[config.mk]
export PLATFORM = sky130hd
export DESIGN_NAME = backprop_scheduler
export DESIGN_NICKNAME = d
export VERILOG_FILES = /design/src/rtl/backprop_scheduler_pkg.sv /design/src/rtl/bp_watchdog.sv /design/src/rtl/backprop_scheduler.sv
export SDC_FILE = /design/constraint.sdc
export NUM_CORES = 1
export LEC_CHECK = 0
export BUFFER_PORTS_ARGS = -buffer_cell sky130_fd_sc_hd__buf_4
export CAP_MARGIN = 20
export CORE_ASPECT_RATIO = 0.6
export CORE_MARGIN = 2
export CORE_UTILIZATION = 55
export CTS_CLUSTER_DIAMETER = 80
export DETAILED_ROUTE_END_ITERATION = 8
export PLACE_DENSITY = 0.87
export SETUP_SLACK_MARGIN = 0.05
export SKIP_CTS_REPAIR_TIMING = 1
export SKIP_LAST_GASP = 1
export SYNTH_ARGS = -nofsm -noshare
export SYNTH_HDL_FRONTEND = slang
export SYNTH_SLANG_ARGS = --single-unit
[constraint.sdc]
create_clock -name clk_i -period 2.29 [get_ports clk_i]
set_input_delay 0.229 -clock clk_i [delete_from_list [all_inputs] [get_ports clk_i]]
set_output_delay 0.229 -clock clk_i [all_outputs]
set_load 0.01 [all_outputs]
[src/rtl/backprop_scheduler_pkg.sv]
// rtl/backprop_scheduler_pkg.sv - shared types, defaults and reset weight init for the backprop scheduler
package backprop_scheduler_pkg;

  localparam int N_W_DEF     = 8;
  localparam int W_BITS_DEF  = 8;
  localparam int TIMEOUT_DEF = 255;
  localparam int IDX_BITS    = 3;

  typedef enum logic [2:0] {
    ST_IDLE,
    ST_ISSUE,
    ST_WAIT,
    ST_WRITE,
    ST_DONE
  } bp_state_e;

  // Reset value of weight k; callers truncate to W_BITS.
  function automatic logic [31:0] init_weight(input int k);
    return 32'(k + 1);
  endfunction

endpackage

[src/rtl/bp_watchdog.sv]
// rtl/bp_watchdog.sv - per-weight WAIT cycle counter; expired_o flags the last allowed WAIT cycle
module bp_watchdog
  import backprop_scheduler_pkg::*;
#(
  parameter int TIMEOUT = TIMEOUT_DEF
) (
  input  logic clk_i,
  input  logic rst_i,
  input  logic clr_i,
  input  logic en_i,
  output logic expired_o
);

  localparam int CNT_BITS = $clog2(TIMEOUT + 1);

  logic [CNT_BITS-1:0] cnt_q, cnt_d;

  always_comb begin
    cnt_d = cnt_q;
    if (clr_i) begin
      cnt_d = '0;
    end else if (en_i) begin
      cnt_d = cnt_q + CNT_BITS'(1);
    end
  end

  always_ff @(posedge clk_i or negedge rst_i) begin
    if (!rst_i) begin
      cnt_q <= '0;
    end else begin
      cnt_q <= cnt_d;
    end
  end

  assign expired_o = (cnt_q == CNT_BITS'(TIMEOUT - 1));

endmodule

[src/rtl/backprop_scheduler.sv]
// rtl/backprop_scheduler.sv - time-shares one backprop unit across N_W weights held in a flop weight file
module backprop_scheduler
  import backprop_scheduler_pkg::*;
#(
  parameter int N_W     = N_W_DEF,
  parameter int W_BITS  = W_BITS_DEF,
  parameter int TIMEOUT = TIMEOUT_DEF
) (
  input  logic                    clk_i,
  input  logic                    rst_i,
  input  logic                    bp_start_i,
  input  logic                    ld_en_i,
  input  logic [IDX_BITS-1:0]     ld_idx_i,
  input  logic [W_BITS-1:0]       ld_w_i,
  input  logic [W_BITS-1:0]       bp_w_i,
  input  logic                    bp_done_i,
  output logic                    bp_clr_o,
  output logic                    bp_en_o,
  output logic [IDX_BITS-1:0]     bp_sel_o,
  output logic [W_BITS-1:0]       bp_w_o,
  output logic [N_W*W_BITS-1:0]   weights_o,
  output logic                    busy_o,
  output logic                    b_end_o,
  output logic                    err_o,
  output logic [N_W-1:0]          skip_mask_o
);

  bp_state_e             state_q, state_d;
  logic [IDX_BITS-1:0]   idx_q, idx_d;
  logic [W_BITS-1:0]     weight_q [N_W];
  logic [W_BITS-1:0]     weight_d [N_W];
  logic [W_BITS-1:0]     upd_w_q, upd_w_d;
  logic                  valid_q, valid_d;
  logic                  err_q, err_d;
  logic [N_W-1:0]        skip_q, skip_d;
  logic                  clr_q, clr_d;
  logic                  en_q, en_d;
  logic                  busy_q, busy_d;
  logic                  bend_q, bend_d;
  logic                  rdy_q, rdy_d;
  logic                  wd_expired;

  bp_watchdog #(
    .TIMEOUT (TIMEOUT)
  ) u_watchdog (
    .clk_i     (clk_i),
    .rst_i     (rst_i),
    .clr_i     (state_q == ST_ISSUE),
    .en_i      (state_q == ST_WAIT),
    .expired_o (wd_expired)
  );

  always_comb begin
    state_d  = state_q;
    idx_d    = idx_q;
    weight_d = weight_q;
    upd_w_d  = upd_w_q;
    valid_d  = valid_q;
    err_d    = err_q;
    skip_d   = skip_q;
    // Holds off sweeps until one full edge has passed since reset release.
    rdy_d    = 1'b1;

    case (state_q)
      ST_IDLE: begin
        if (ld_en_i && (int'(ld_idx_i) < N_W)) begin
          weight_d[ld_idx_i] = ld_w_i;
        end
        if (bp_start_i && rdy_q) begin
          state_d = ST_ISSUE;
          idx_d   = '0;
          err_d   = 1'b0;
          skip_d  = '0;
        end
      end
      ST_ISSUE: begin
        state_d = ST_WAIT;
      end
      ST_WAIT: begin
        // Done has priority over an expiring watchdog in the same cycle.
        if (bp_done_i) begin
          valid_d = 1'b1;
          upd_w_d = bp_w_i;
          state_d = ST_WRITE;
        end else if (wd_expired) begin
          valid_d = 1'b0;
          state_d = ST_WRITE;
        end
      end
      ST_WRITE: begin
        if (valid_q) begin
          weight_d[idx_q] = upd_w_q;
        end else begin
          skip_d[idx_q] = 1'b1;
          err_d         = 1'b1;
        end
        if (idx_q == IDX_BITS'(N_W - 1)) begin
          state_d = ST_DONE;
        end else begin
          idx_d   = idx_q + IDX_BITS'(1);
          state_d = ST_ISSUE;
        end
      end
      ST_DONE: begin
        state_d = ST_IDLE;
      end
      default: begin
        state_d = ST_IDLE;
      end
    endcase

    clr_d  = (state_d == ST_ISSUE);
    en_d   = (state_d == ST_WAIT);
    busy_d = (state_d != ST_IDLE);
    bend_d = (state_q == ST_DONE);
  end

  always_ff @(posedge clk_i or negedge rst_i) begin
    if (!rst_i) begin
      state_q <= ST_IDLE;
      idx_q   <= '0;
      for (int k = 0; k < N_W; k++) begin
        weight_q[k] <= W_BITS'(init_weight(k));
      end
      upd_w_q <= '0;
      valid_q <= 1'b0;
      err_q   <= 1'b0;
      skip_q  <= '0;
      clr_q   <= 1'b0;
      en_q    <= 1'b0;
      busy_q  <= 1'b0;
      bend_q  <= 1'b0;
      rdy_q   <= 1'b0;
    end else begin
      state_q  <= state_d;
      idx_q    <= idx_d;
      weight_q <= weight_d;
      upd_w_q  <= upd_w_d;
      valid_q  <= valid_d;
      err_q    <= err_d;
      skip_q   <= skip_d;
      clr_q    <= clr_d;
      en_q     <= en_d;
      busy_q   <= busy_d;
      bend_q   <= bend_d;
      rdy_q    <= rdy_d;
    end
  end

  for (genvar k = 0; k < N_W; k++) begin : g_pack
    assign weights_o[k*W_BITS +: W_BITS] = weight_q[k];
  end

  assign bp_sel_o    = idx_q;
  assign bp_w_o      = weight_q[idx_q];
  assign bp_clr_o    = clr_q;
  assign bp_en_o     = en_q;
  assign busy_o      = busy_q;
  assign b_end_o     = bend_q;
  assign err_o       = err_q;
  assign skip_mask_o = skip_q;

endmodule

==> impl_metrics.csv, run 1 <==
group,metric,value,unit
synthesis,number_of_enable_flip_flop_cells_after_synthesis,0,
synthesis,synth_top_family_by_area,"multiplexers",
floorplanning,die_height,79.7,um
sta,fin_skew,0.00565,ns
power,vdd_ir_drop_max,0.695,mV
grt,grt_antenna_before_repair,0,
finish,multi_input_comb_area,2570,um2
routing,detailedRoute.firstIterationViolations,544,
worst_setup_path,cp-start-kind,"flip-flop",
finish,final_layout_size_suffix_gt1_share,48.0,%
routing,drt_drc_violations_left,0,
finish,area_delta_synth_final,31.9,%
synthesis,synth_cell_type_count,45,
worst_setup_path,worst_setup_path_start,"bp_sel_o[0]$_DFFE_PN0P_",
clocking,cts.sink_count,101,
sta,rsz0062_at_grt,"true",
placement,count_of_placed_standard_cells_including_taps,712,
synthesis,yosys_warnings,0,
synthesis,synth.net_count,491,
power,power_per_cell_area,1220,nW/um2
power,total_leakage_power,3.25,nW
worst_setup_path,critical_path.endpoint_type,"output port",
routing,antenna_violating_nets_post_route,0,
sta,finalHoldWorstSlack,0.114,ns
worst_setup_path,crit-reg2reg-capture,"weights_o[24]$_DFFE_PN0P_",
sta,worst_pin_slew,0.601,ns
synthesis,synth_compound_gate_area_share,15.0,%
worst_setup_path,crit-reg2reg-launch,"state_q[0]$_DFF_PN0_",
worst_setup_path,critical-path-slowest-cell,"dfrtp_2",
worst_setup_path,r2r_setup_slack,0.17,ns
routing,detail_route.wirelength,17000,um
grt,grt_max_degree,43,
synthesis,yosys.area_share.simple,10.9,%
synthesis,synth_top_cells_by_area,"dfrtp_1 42%, mux2_2 15%, o22ai_1 6.9%, dfstp_2 6.5%, mux4_2 3.4%",
synthesis,synthDominantAreaCellType,"dfrtp_1",
sta,final_critical_path_setup_slack,0.0679,ns
synthesis,post_synthesis_register_bit_count,101,
clocking,tritoncts.num_buffers,9,
clocking,clk_pin_slew,0.07,ns
finish,regArea,2550,um2
routing,detail_route.first_pass.iterations,5,
sta,drv_slew,0,
clocking,cts_tree,"yes",
worst_setup_path,setup.worst_path.end,"bp_w_o[3]",
synthesis,netlist.area_leader.share,41.9,%
worst_hold_path,min-delay-path-class,"input port to flip-flop",
clocking,ctsLongestPathBuffers,2,
finish,final_cell_mix,"150 x buf_4, 85 x dfrtp_1, 71 x mux2_2",
synthesis,synth_fa_ha_area_share,0.952,%
worst_setup_path,timing.critical_path.mode_cell,"buf_4",
floorplanning,io-pin-count,112,
finish,count_of_placed_standard_cells_in_the_final_layout_fillers_left_out,736,
grt,grt_pass1_wl,25600,um
synthesis,synth-xor-area-share,0.500,%
outcome,result_of_the_run,"finished clean",
worst_hold_path,hold_start,"bp_w_i[7]",
synthesis,syn_area,5260,um2
synthesis,synth.yosys.seq_area_share,48.4,%
sta,timing_hold_violations_final,0,
floorplanning,floorplan.initialDensity,57.0,%
sta,final-setup-viol-count,0,
synthesis,postSynth.topFlopCell,"dfrtp_1",
grt,first_global_vias,4623,
worst_hold_path,worstHoldPathCells,2,
worst_setup_path,criticalPathCategory,"flip-flop to output port",
floorplanning,floorplan.rows,27,
finish,layout_commonest_cell,"buf_4",
worst_setup_path,signal_arrival_time_at_the_worst_endpoint,1.99,ns
sta,slew_headroom,59.8,%
placement,place_congestion,0.906,
synthesis,synth_cells,463,
routing,detailroute.via_count,4814,
synthesis,synth_mux_area_share,20.9,%
clocking,h_tree_lvl_count,3,
worst_setup_path,cp_data_required_time,2.06,ns
placement,dp_hpwl,12200,um
sta,max_clock_freq,450,MHz
grt,grtUsageTotal,33.4,%
worst_setup_path,slowest_stage_delay_on_critical_path,0.47,ns
synthesis,syn_avg_cell_area,11.3,um2
floorplanning,floorplan.die.width,130,um
routing,route.detailed.wl_per_inst,23.1,um
finish,antenna_cells,0,
sta,final_min_period_over_clock_period,97.0,%
floorplanning,placeableCoreArea,9220,um2
sta,setup-tns-final,0,ns
clocking,worstSkewPairLatency,0.35,ns
floorplanning,die_area,10400,um2
finish,fillerInstances,625,
synthesis,async_flop_share,100,%
worst_setup_path,cp_max_fo,7,
routing,detail_route.vias_per_cell,6.54,
grt,overall_overflow_remaining_after_global_route,0,
worst_setup_path,sequence_of_cells_on_the_critical_path,"clkbuf_2 -> buf_4 -> nor3_2 -> a221o_1 -> buf_4",
sta,period_needed,2.22,ns
run,drv_cap,0,
finish,finalNetCount,629,
placement,place_ws,0.116,ns
worst_setup_path,rr_worst_depth,4,
clocking,clock_root_cell,"clkbuf_16",
placement,buffer_ports.inserted,111,
final cells by class:
class	count	area share (%)
clock buffer	10	3.45
tap	130	2.35
sequential	101	36.8
inverter	6	0.325
clock inverter	6	2.28
multi-input combinational	326	37.0
timing repair buffer	157	17.8
cell families after synthesis:
kind of cell,Yosys count
multiplexers,89
buffers and inverters,36
adder cells (fa/ha/maj),4
AO/OA/AOI/OAI,118
other,1
XOR/XNOR,3
flip-flops,101
AND/OR/NAND/NOR,111
synthesized netlist by cell type, types with 3 or more instances:
master	number
dfrtp_1	88
mux2_2	71
o22ai_1	58
nand2_1	34
nor2_1	31
o21ai_0	14
dfstp_2	13
buf_2	12
a21oi_1	10
clkbuf_1	8
mux4_2	8
nand3b_1	8
o2bb2ai_1	8
or3b_2	8
buf_1	7
nand3_1	7
o21ai_2	7
inv_1	6
mux2i_1	6
nor3b_1	6
and2_1	4
ha_1	4
mux2_4	4
a22oi_1	3
a31oi_1	3
o21a_1	3
xor2_1	3
routing by layer:
layer	wire length (um)	share of wire, %	global-route usage [%]	vias up
met5	0	0	0	-
met4	299	1.8	10.4	0
met3	2080	12	10.3	43
met2	7490	44	48.4	340
met1	7140	42	48.3	2408
li1	-	-	-	2023
flip-flops by register name, summed over array words and instances (netlist names):
| name | flops |
|---|---|
| b_end_o | 1 |
| bp_clr_o | 1 |
| bp_en_o | 1 |
| bp_sel_o | 3 |
| busy_o | 1 |
| err_o | 1 |
| rdy_q | 1 |
| skip_mask_o | 8 |
| state_q | 3 |
| u_watchdog.cnt_q | 8 |
| upd_w_q | 8 |
| valid_q | 1 |
| weights_o | 64 |
worst max-delay path: cells and delay by family, from the launching register on:
family,cells,cell delay [ns]
AOI/OAI and AO/OA,1,0.25
buffers and inverters,3,0.50
and+or+nand+nor,1,0.42
DFF,1,0.47
metrics by stage:
| stage | utilization [%] | area [um2] | total power, W |
|---|---|---|---|
| after floorplan | - | 5260 | 0.00471 |
| after global placement | 69.6 | 6410 | 0.00612 |
| after detailed placement | 69.6 | 6410 | 0.00627 |
| after CTS | 73.9 | 6810 | 0.00829 |
| after global routing | 75.1 | 6930 | 0.00880 |
| final | 75.1 | 6930 | 0.00845 |
where the power goes:
group	internal, W	switching, W
clock network	0.00132	0.000678
registers	0.00243	0.000601
logic	0.00171	0.00172
how the worst min path moves through the flow:
stage,endpoint,slack (ns)
after floorplan,b_end_o$_DFF_PN0_,-0.07
after global placement,u_watchdog.cnt_q[1]$_DFFE_PN0P_,0.23
after detailed placement,u_watchdog.cnt_q[1]$_DFFE_PN0P_,0.23
after CTS,u_watchdog.cnt_q[1]$_DFFE_PN0P_,-0.14
after global routing,upd_w_q[3]$_DFFE_PN0P_,0.11
final,upd_w_q[7]$_DFFE_PN0P_,0.11
Power figures use the tool's default switching activity.
==> run 2, diff against run 1 <==
--- a/config.mk
+++ b/config.mk
@@ -5,9 +5,9 @@
 export SDC_FILE = /design/constraint.sdc
 export NUM_CORES = 1
 export LEC_CHECK = 0
-export BUFFER_PORTS_ARGS = -buffer_cell sky130_fd_sc_hd__buf_4
+export BUFFER_PORTS_ARGS = -buffer_cell sky130_fd_sc_hd__clkbuf_2
 export CAP_MARGIN = 20
-export CORE_ASPECT_RATIO = 0.6
+export CORE_ASPECT_RATIO = 1.25
 export CORE_MARGIN = 2
 export CORE_UTILIZATION = 55
 export CTS_CLUSTER_DIAMETER = 80
==> impl_metrics.csv, run 2 (synthesis gave the netlist of run 1 again) <==
group,metric,value,unit
run,drv_cap,0,
grt,first_global_vias,4571,
routing,antenna_violating_nets_post_route,0,
routing,route.detailed.wl_per_inst,21.6,um
routing,detail_route.first_pass.iterations,5,
clocking,tritoncts.num_buffers,9,
worst_hold_path,min-delay-path-class,"input port to flip-flop",
sta,fin_skew,0.00532,ns
worst_setup_path,cp_max_fo,9,
placement,buffer_ports.inserted,111,
worst_setup_path,cp_num_buf_inv,2,
worst_setup_path,slowest_stage_delay_on_critical_path,0.52,ns
routing,detailedRoute.firstIterationViolations,495,
worst_setup_path,cp_data_required_time,2.06,ns
worst_setup_path,sequence_of_cells_on_the_critical_path,"buf_4 -> mux4_2 -> mux2_2 -> clkbuf_2",
sta,worst_pin_slew,0.601,ns
placement,post_dp_cell_area,6110,um2
grt,grt_max_degree,51,
routing,detailroute.via_count,4627,
sta,drv_slew,0,
power,power_per_cell_area,1180,nW/um2
routing,drt_drc_violations_left,0,
finish,finish.instance_area,6480,um2
sta,period_needed,2.23,ns
sta,rsz0062_at_grt,"true",
finish,final_layout_size_suffix_gt1_share,47.0,%
clocking,cts.sink_count,101,
placement,place_ws,0.123,ns
clocking,cts_tree,"yes",
floorplanning,floorplan.die.width,91.4,um
grt,grt_pass1_wl,24100,um
finish,number_of_flip_flops_under_the_largest_register_name,64,
routing,detail_route.vias_per_cell,6.40,
finish,antenna_cells,0,
sta,final_critical_path_setup_slack,0.0639,ns
finish,area_delta_synth_final,23.4,%
clocking,clk_pin_slew,0.07,ns
routing,detail_route.wirelength,15600,um
grt,overall_overflow_remaining_after_global_route,0,
sta,final_min_period_over_clock_period,97.2,%
power,vdd_ir_drop_max,0.634,mV
clocking,clock_root_cell,"clkbuf_16",
outcome,result_of_the_run,"finished clean",
grt,grtUsageTotal,30.0,%
finish,layout_commonest_cell,"clkbuf_2",
clocking,worstSkewPairLatency,0.35,ns
finish,finalNetCount,623,
sta,final-setup-viol-count,0,
sta,slew_headroom,59.9,%
clocking,h_tree_lvl_count,3,
floorplanning,floorplan.initialDensity,57.0,%
floorplanning,die_height,113,um
floorplanning,placeableCoreArea,9220,um2
worst_setup_path,r2r_setup_slack,0.16,ns
grt,grt_antenna_before_repair,0,
sta,max_clock_freq,449,MHz
finish,utilization,70.3,%
placement,dp_hpwl,11200,um
worst_setup_path,cp-start-kind,"flip-flop",
placement,place_congestion,0.921,
floorplanning,io-pin-count,112,
power,total_leakage_power,3.09,nW
worst_setup_path,criticalPathCategory,"flip-flop to output port",
floorplanning,die_area,10400,um2
worst_setup_path,signal_arrival_time_at_the_worst_endpoint,2.00,ns
worst_setup_path,critPathTopFamily,"multiplexers",
floorplanning,floorplan.rows,39,
clocking,ctsLongestPathBuffers,2,
worst_setup_path,critical-path-slowest-cell,"mux4_2",
finish,final_cell_mix,"111 x clkbuf_2, 86 x dfrtp_1, 71 x mux2_2",
sta,timing_hold_violations_final,0,
worst_setup_path,critical_path.endpoint_type,"output port",
run 2: cell types whose count changed in the layout (fill, tap and decap cells not counted), sizes merged:
cell | before | now
clkbuf | 11 | 124
buf | 154 | 39
clkinv | 0 | 1
dlymetal6s2s | 1 | 0
bufinv | 5 | 1
run 2: area by class of cell:
cell class	count	area, um2
flip-flops and latches	101	2550
clock inverters	3	42.5
multi-input cells	326	2560
fillers	655	2740
well taps	123	154
repair buffers	151	891
clock buffers	13	270
inverters	6	22.5
run 2: worst reg2reg max path, stage by stage, from the launching register on:
cell	delay, ns
dfrtp_1	0.40
or3b_2	0.51
a21oi_4	0.32
o21a_1	0.41
mux2_2	0.39
run 2: final timing paths:
path / from / end / depth (start not counted)
min in group asynchronous: rst_i / u_watchdog.cnt_q[4]$_DFFE_PN0P_ / 2
max: bp_sel_o[0]$_DFFE_PN0P_ / bp_w_o[5] / 4
max in group asynchronous: rst_i / weights_o[42]$_DFFE_PN1P_ / 3
min reg2reg: u_watchdog.cnt_q[7]$_DFFE_PN0P_ / u_watchdog.cnt_q[7]$_DFFE_PN0P_ / 1
max reg2reg: state_q[0]$_DFF_PN0_ / weights_o[5]$_DFFE_PN0P_ / 4
min: bp_w_i[3] / upd_w_q[3]$_DFFE_PN0P_ / 2
run 2: per-stage QoR:
step / cells / total power [W] / hold slack [ns] / setup TNS [ns]
after global routing: 723 / 0.00797 / 0.103 / 0
after floorplan: 463 / 0.00471 / -0.0666 / 0
after detailed placement: 702 / 0.00597 / 0.0982 / 0
after CTS: 718 / 0.00756 / -0.276 / -0.775
final: 723 / 0.00764 / 0.0986 / 0
after global placement: 702 / 0.00582 / 0.0940 / 0
run 2: layer usage:
metal	up-vias	global-route usage, %	wire length, um
li1	1999	-	-
met1	2294	39.8	6140
met2	280	47.1	7610
met3	54	5.26	1200
met4	0	16.5	694
met5	-	0	0
run 2: where the power goes:
group	switching (W)	internal, W
clock	0.000657	0.000935
combinational	0.00168	0.00138
sequential	0.000552	0.00243
